$ cat src/rtl/prog_sequencer.sv
// prog_sequencer: steps the fetch stage through NUM_PROGS back-to-back
// programs. Each program gets an Init pulse of INIT_CYCLES cycles, then runs
// until the fetch stage raises DONE or the run length hits TIMEOUT. The run
// length of every program is measured, and programs that never finish are
// flagged.
//
// Start/finish protocol with the fetch stage: Init_out high holds the fetch
// stage in its start state. Init_out low lets it run. Done_in is a level.
// A program completes only on a high Done_in that follows at least one low
// Done_in cycle seen in the same run, so a DONE left high by the previous
// program is never mistaken for completion.

module prog_sequencer #(
  parameter int          NUM_PROGS   = 3,
  parameter int          INIT_CYCLES = 2,
  parameter logic [15:0] TIMEOUT     = 16'hFFFF
) (
  input  logic        CLK,
  input  logic        Reset,
  input  logic        Go,
  input  logic        Done_in,
  output logic        Init_out,
  output logic [1:0]  Prog_idx,
  output logic        Busy,
  output logic        All_done,
  output logic [15:0] Cycle_count,
  output logic [15:0] Last_count,
  output logic [3:0]  Timeout_flags,
  output logic [2:0]  Dbg_state
);

  typedef enum logic [2:0] {
    S_IDLE   = 3'd0,
    S_INIT   = 3'd1,
    S_RUN    = 3'd2,
    S_NEXT   = 3'd3,
    S_FINISH = 3'd4
  } state_t;

  localparam logic [15:0] INIT_LAST = 16'(INIT_CYCLES - 1);
  localparam logic [1:0]  LAST_IDX  = 2'(NUM_PROGS - 1);

  state_t      state;
  logic [15:0] init_cnt;
  logic        armed;

  // Sequencer FSM: state, program index, run counter, arm bit and flags.
  always_ff @(posedge CLK) begin
    if (Reset) begin
      state         <= S_IDLE;
      Prog_idx      <= 2'd0;
      Cycle_count   <= 16'd0;
      Last_count    <= 16'd0;
      Timeout_flags <= 4'd0;
      init_cnt      <= 16'd0;
      armed         <= 1'b0;
    end else begin
      case (state)
        S_IDLE, S_FINISH: begin
          if (Go) begin
            state         <= S_INIT;
            Prog_idx      <= 2'd0;
            Timeout_flags <= 4'd0;
            Cycle_count   <= 16'd0;
            init_cnt      <= 16'd0;
          end
        end
        S_INIT: begin
          if (init_cnt == INIT_LAST) begin
            state       <= S_RUN;
            Cycle_count <= 16'd0;
            armed       <= 1'b0;
          end else begin
            init_cnt <= init_cnt + 16'd1;
          end
        end
        S_RUN: begin
          if (Cycle_count != 16'hFFFF) begin
            Cycle_count <= Cycle_count + 16'd1;
          end
          if (!Done_in) begin
            armed <= 1'b1;
          end
          // Completion takes priority over a timeout in the same cycle.
          if (armed && Done_in) begin
            state <= S_NEXT;
          end else if (Cycle_count == TIMEOUT) begin
            state                   <= S_NEXT;
            Timeout_flags[Prog_idx] <= 1'b1;
          end
        end
        S_NEXT: begin
          Last_count <= Cycle_count;
          if (Prog_idx == LAST_IDX) begin
            state <= S_FINISH;
          end else begin
            state    <= S_INIT;
            Prog_idx <= Prog_idx + 2'd1;
            init_cnt <= 16'd0;
          end
        end
        default: begin
          state <= S_IDLE;
        end
      endcase
    end
  end

  // Status outputs decoded from the registered state only.
  always_comb begin
    Init_out  = (state != S_RUN);
    Busy      = (state == S_INIT) || (state == S_RUN) || (state == S_NEXT);
    All_done  = (state == S_FINISH);
    Dbg_state = state;
  end

endmodule

$ cat config.mk
export PLATFORM = sky130hd
export DESIGN_NAME = prog_sequencer
export DESIGN_NICKNAME = d
export VERILOG_FILES = /design/src/rtl/prog_sequencer.sv
export SDC_FILE = /design/constraint.sdc
export NUM_CORES = 1
export LEC_CHECK = 0
export ABC_AREA = 1
export CAP_MARGIN = 15
export CELL_PAD_IN_SITES_DETAIL_PLACEMENT = 1
export CELL_PAD_IN_SITES_GLOBAL_PLACEMENT = 2
export CORE_MARGIN = 2
export CORE_UTILIZATION = 32
export CTS_CLUSTER_DIAMETER = 50
export DETAILED_ROUTE_END_ITERATION = 7
export GPL_TIMING_DRIVEN = 0
export HOLD_SLACK_MARGIN = 0.15
export MAX_ROUTING_LAYER = met4
export PLACE_DENSITY = 0.89
export RECOVER_POWER = 100
export SETUP_SLACK_MARGIN = 0.2
export SLEW_MARGIN = 5
export SYNTH_ARGS = -nofsm -noshare
export SYNTH_HDL_FRONTEND = slang
export SYNTH_SLANG_ARGS = --single-unit
$ cat constraint.sdc
create_clock -name CLK -period 3.9 [get_ports CLK]
set_input_delay 0.39 -clock CLK [delete_from_list [all_inputs] [get_ports CLK]]
set_output_delay 0.39 -clock CLK [all_outputs]
set_load 0.03 [all_outputs]
==> impl_metrics.py <==
metrics = {
    "critical_path": {
        "endpoint_kind": "register",
        "r2r_start": "Cycle_count[1]$_SDFFE_PP0P_",
        "path_max_fanout": 10,
        "crit_arrival_ns": 3.06,
        "path_delay_family": "simple AND/OR/NAND/NOR gates",
        "setup.worst_path.start": "Cycle_count[1]$_SDFFE_PP0P_",
        "crit_required_ns": 4.17,
        "critPathBufInv": 1,
        "path_class": "register to register",
        "slowest_stage": "o21ai_0",
        "crit_chain": "ha_1 -> nand2_1 -> nor2_1 -> nand2_4 -> o21ai_0 -> nand2_4 -> nand2_4 -> buf_12 -> nand2_2 -> a21oi_1",
        "path_common_cell": "nand2_4",
        "slowest_delay_ns": 0.71,
        "cp-start-kind": "register",
    },
    "clock_network": {
        "worstSkewPairLatency_ns": 0.35,
        "cts.repair.resized": 0,
        "holdBufCountCts": 0,
        "cts_setup_buffers": 0,
        "clock_sinks": 58,
        "path_clk_slew_ns": 0.07,
        "cts_root_buf": "clkbuf_8",
        "cts_buffers": 9,
        "cts_tree": "built",
        "clockBufferDepth": 2,
        "cts_max_level": 3,
    },
    "final_layout": {
        "drive_gt1_frac": 0.0667,
        "final_cell_mix": "nand2_1, nor2_1, dfxtp_1",
        "layout.nets": 533,
        "final_cell_area_mm2": 0.00390,
        "final_cell_count_no_fill": 658,
        "insertedDiodeCount": 0,
        "utilization": 0.404,
        "syn_to_final_growth_pct": 24.2,
        "layout_commonest_cell": "nand2_1",
    },
    "global_route": {
        "grt_max_degree": 11,
        "grt_pass1_wl_um": 16700,
        "antenna_found_initial": 0,
        "grt-ovfl-total": 0,
        "grt_use_total": 0.208,
        "grt_pass1_vias": 3402,
    },
    "sta": {
        "setup_violations": 0,
        "hold_viol": 0,
        "tightest_slew_ns": 0.867,
        "final.min_clock_period_ns": 2.79,
        "min_period_over_period": 0.715,
        "tns_ns": 0,
        "drv_slew": 0,
        "fin_skew_ns": 0.0121,
        "rsz0062_at_grt": "no",
        "hold_ws_ns": 0.423,
        "clock.fmax_mhz": 358,
        "slew_headroom": 0.416,
    },
    "floorplan": {
        "io_pins": 48,
        "start_util": 0.325,
        "dieWidth_um": 103,
        "dieArea_mm2": 0.0106,
        "core_mm2": 0.00964,
        "row_count": 36,
        "die_h_um": 103,
    },
    "route": {
        "drtIter0Drc": 78,
        "vias_per_cell": 4.94,
        "avgRoutedWirePerCell_um": 15.3,
        "drcViolationCount": 0,
        "ant_nets": 0,
        "first_pass_iters": 4,
        "wl_um": 10100,
        "routed-via-count": 3248,
    },
    "pwr": {
        "p_per_area_mw_per_mm2": 536,
        "ir_drop_v": 0.000249,
        "leakage_nw": 1.56,
    },
    "logic_synthesis": {
        "yosysWarnings": 0,
        "postSynthNetCount": 476,
        "synth_largest_area_cell": "dfxtp_1",
        "ys_types": 28,
        "avgSynthCellArea_um2": 6.75,
        "synth.ff_latch_count": 58,
        "synth_cells": 465,
        "synthTopCellsByArea": "dfxtp_1, nand2_1, nor2_1, nand3_1, a21oi_1",
        "synth_top_area_frac": 0.370,
        "syn_area_mm2": 0.00314,
        "ys_seq_area_frac": 0.370,
    },
    "placed_design": {
        "io_buffers": 46,
        "dp.cells": 644,
        "gp_congestion": 0.849,
        "place_area_mm2": 0.00376,
        "dpl.hpwl_um": 7680,
    },
    "outcome": {
        "status": "finished clean",
    },
    "flow_run": {
        "max_cap_violations": 0,
    },
    "worst_hold_path": {
        "hold_path_class": "input pin to register",
        "min_from": "Reset",
    },
}
## logic make-up (layout without fill, tap and decap cells)
family / Yosys count / after routing / synth area share
buffers and inverters: 67 / 127 / 0.0862
flip-flops: 58 / 58 / 0.370
AO/OA/AOI/OAI: 87 / 87 / 0.163
adder cells (fa/ha/maj): 7 / 7 / 0.0279
AND/OR/NAND/NOR: 246 / 246 / 0.353
## layer usage
metal | vias up | track usage | share of wire | wire [um]
li1 | 1638 | - | - | -
met3 | 18 | 0.0454 | 0.024 | 241
met1 | 1544 | 0.252 | 0.47 | 4720
met5 | - | - | 0 | 0
met2 | 48 | 0.343 | 0.49 | 4900
met4 | 0 | 0.0709 | 0.023 | 235
## flip-flops by register name (all words and copies together) (netlist names)
| signal | count |
|---|---|
| Prog_idx | 2 |
| Cycle_count | 16 |
| Timeout_flags | 4 |
| armed | 1 |
| init_cnt | 16 |
| Dbg_state | 3 |
| Last_count | 16 |
## worst paths after layout
path / end / slack [ns] / depth (start not counted)
worst max-delay path: Cycle_count[5]$_SDFFE_PP0P_ / 1.11 / 10
worst min-delay path: Cycle_count[4]$_SDFFE_PP0P_ / 0.42 / 2
worst max register to register: Cycle_count[5]$_SDFFE_PP0P_ / 1.11 / 10
worst min register to register: Timeout_flags[0]$_SDFFE_PP0P_ / 0.45 / 2
## through the flow
stage | total power, W | setup WS, ns
2_1_floorplan | 0.00129 | 2.00
3_3_place_gp | 0.00156 | 1.84
3_5_place_dp | 0.00158 | 1.84
4_1_cts | 0.00216 | 1.60
5_1_grt | 0.00223 | 0.758
6_report | 0.00209 | 1.11
## worst reg2reg max path, delay by kind of cell, from the launching register on
kind                       cells  cell delay, ns
buffers and inverters          1            0.15
adders and majority gates      1            0.28
and+or+nand+nor                6            1.02
AOI/OAI and AO/OA              2            0.84
DFF                            1            0.42
## synth_stat cells
| cell | n |
|---|---|
| buf_12 | 1 |
| nand4_1 | 14 |
| ha_1 | 7 |
| nor2_4 | 2 |
| nor2_2 | 1 |
| nand2_1 | 96 |
| a21oi_1 | 39 |
| nand2_4 | 3 |
| nand2_2 | 8 |
| nand3_2 | 2 |
| o21bai_1 | 5 |
| or2_2 | 3 |
| nand3_1 | 46 |
| nor2_1 | 62 |
| buf_2 | 2 |
| dfxtp_1 | 58 |
| a31o_2 | 1 |
| o211ai_1 | 3 |
| inv_2 | 1 |
| inv_1 | 51 |
| nor3_1 | 9 |
| buf_1 | 2 |
| clkbuf_1 | 9 |
| o21ai_4 | 1 |
| o21ai_0 | 27 |
| clkinv_1 | 1 |
| a21oi_2 | 10 |
| o31ai_1 | 1 |
## cell type report
| type | instances | area (um^2) |
|---|---|---|
| well taps | 133 | 166 |
| plain buffers | 14 | 68.8 |
| multi-input cells | 340 | 1650 |
| clock buffers | 11 | 151 |
| clock inverters | 3 | 40.0 |
| flip-flops and latches | 58 | 1160 |
| fillers | 1287 | 5740 |
| inverters | 53 | 199 |
| repair buffers | 46 | 460 |
## where the power goes
group,switching [W],internal [W]
clock,0.000248,0.000321
combinational,0.000548,0.000252
sequential,0.0000633,0.000655
total,0.000859,0.00123
(Power assumes the default switching activity.)
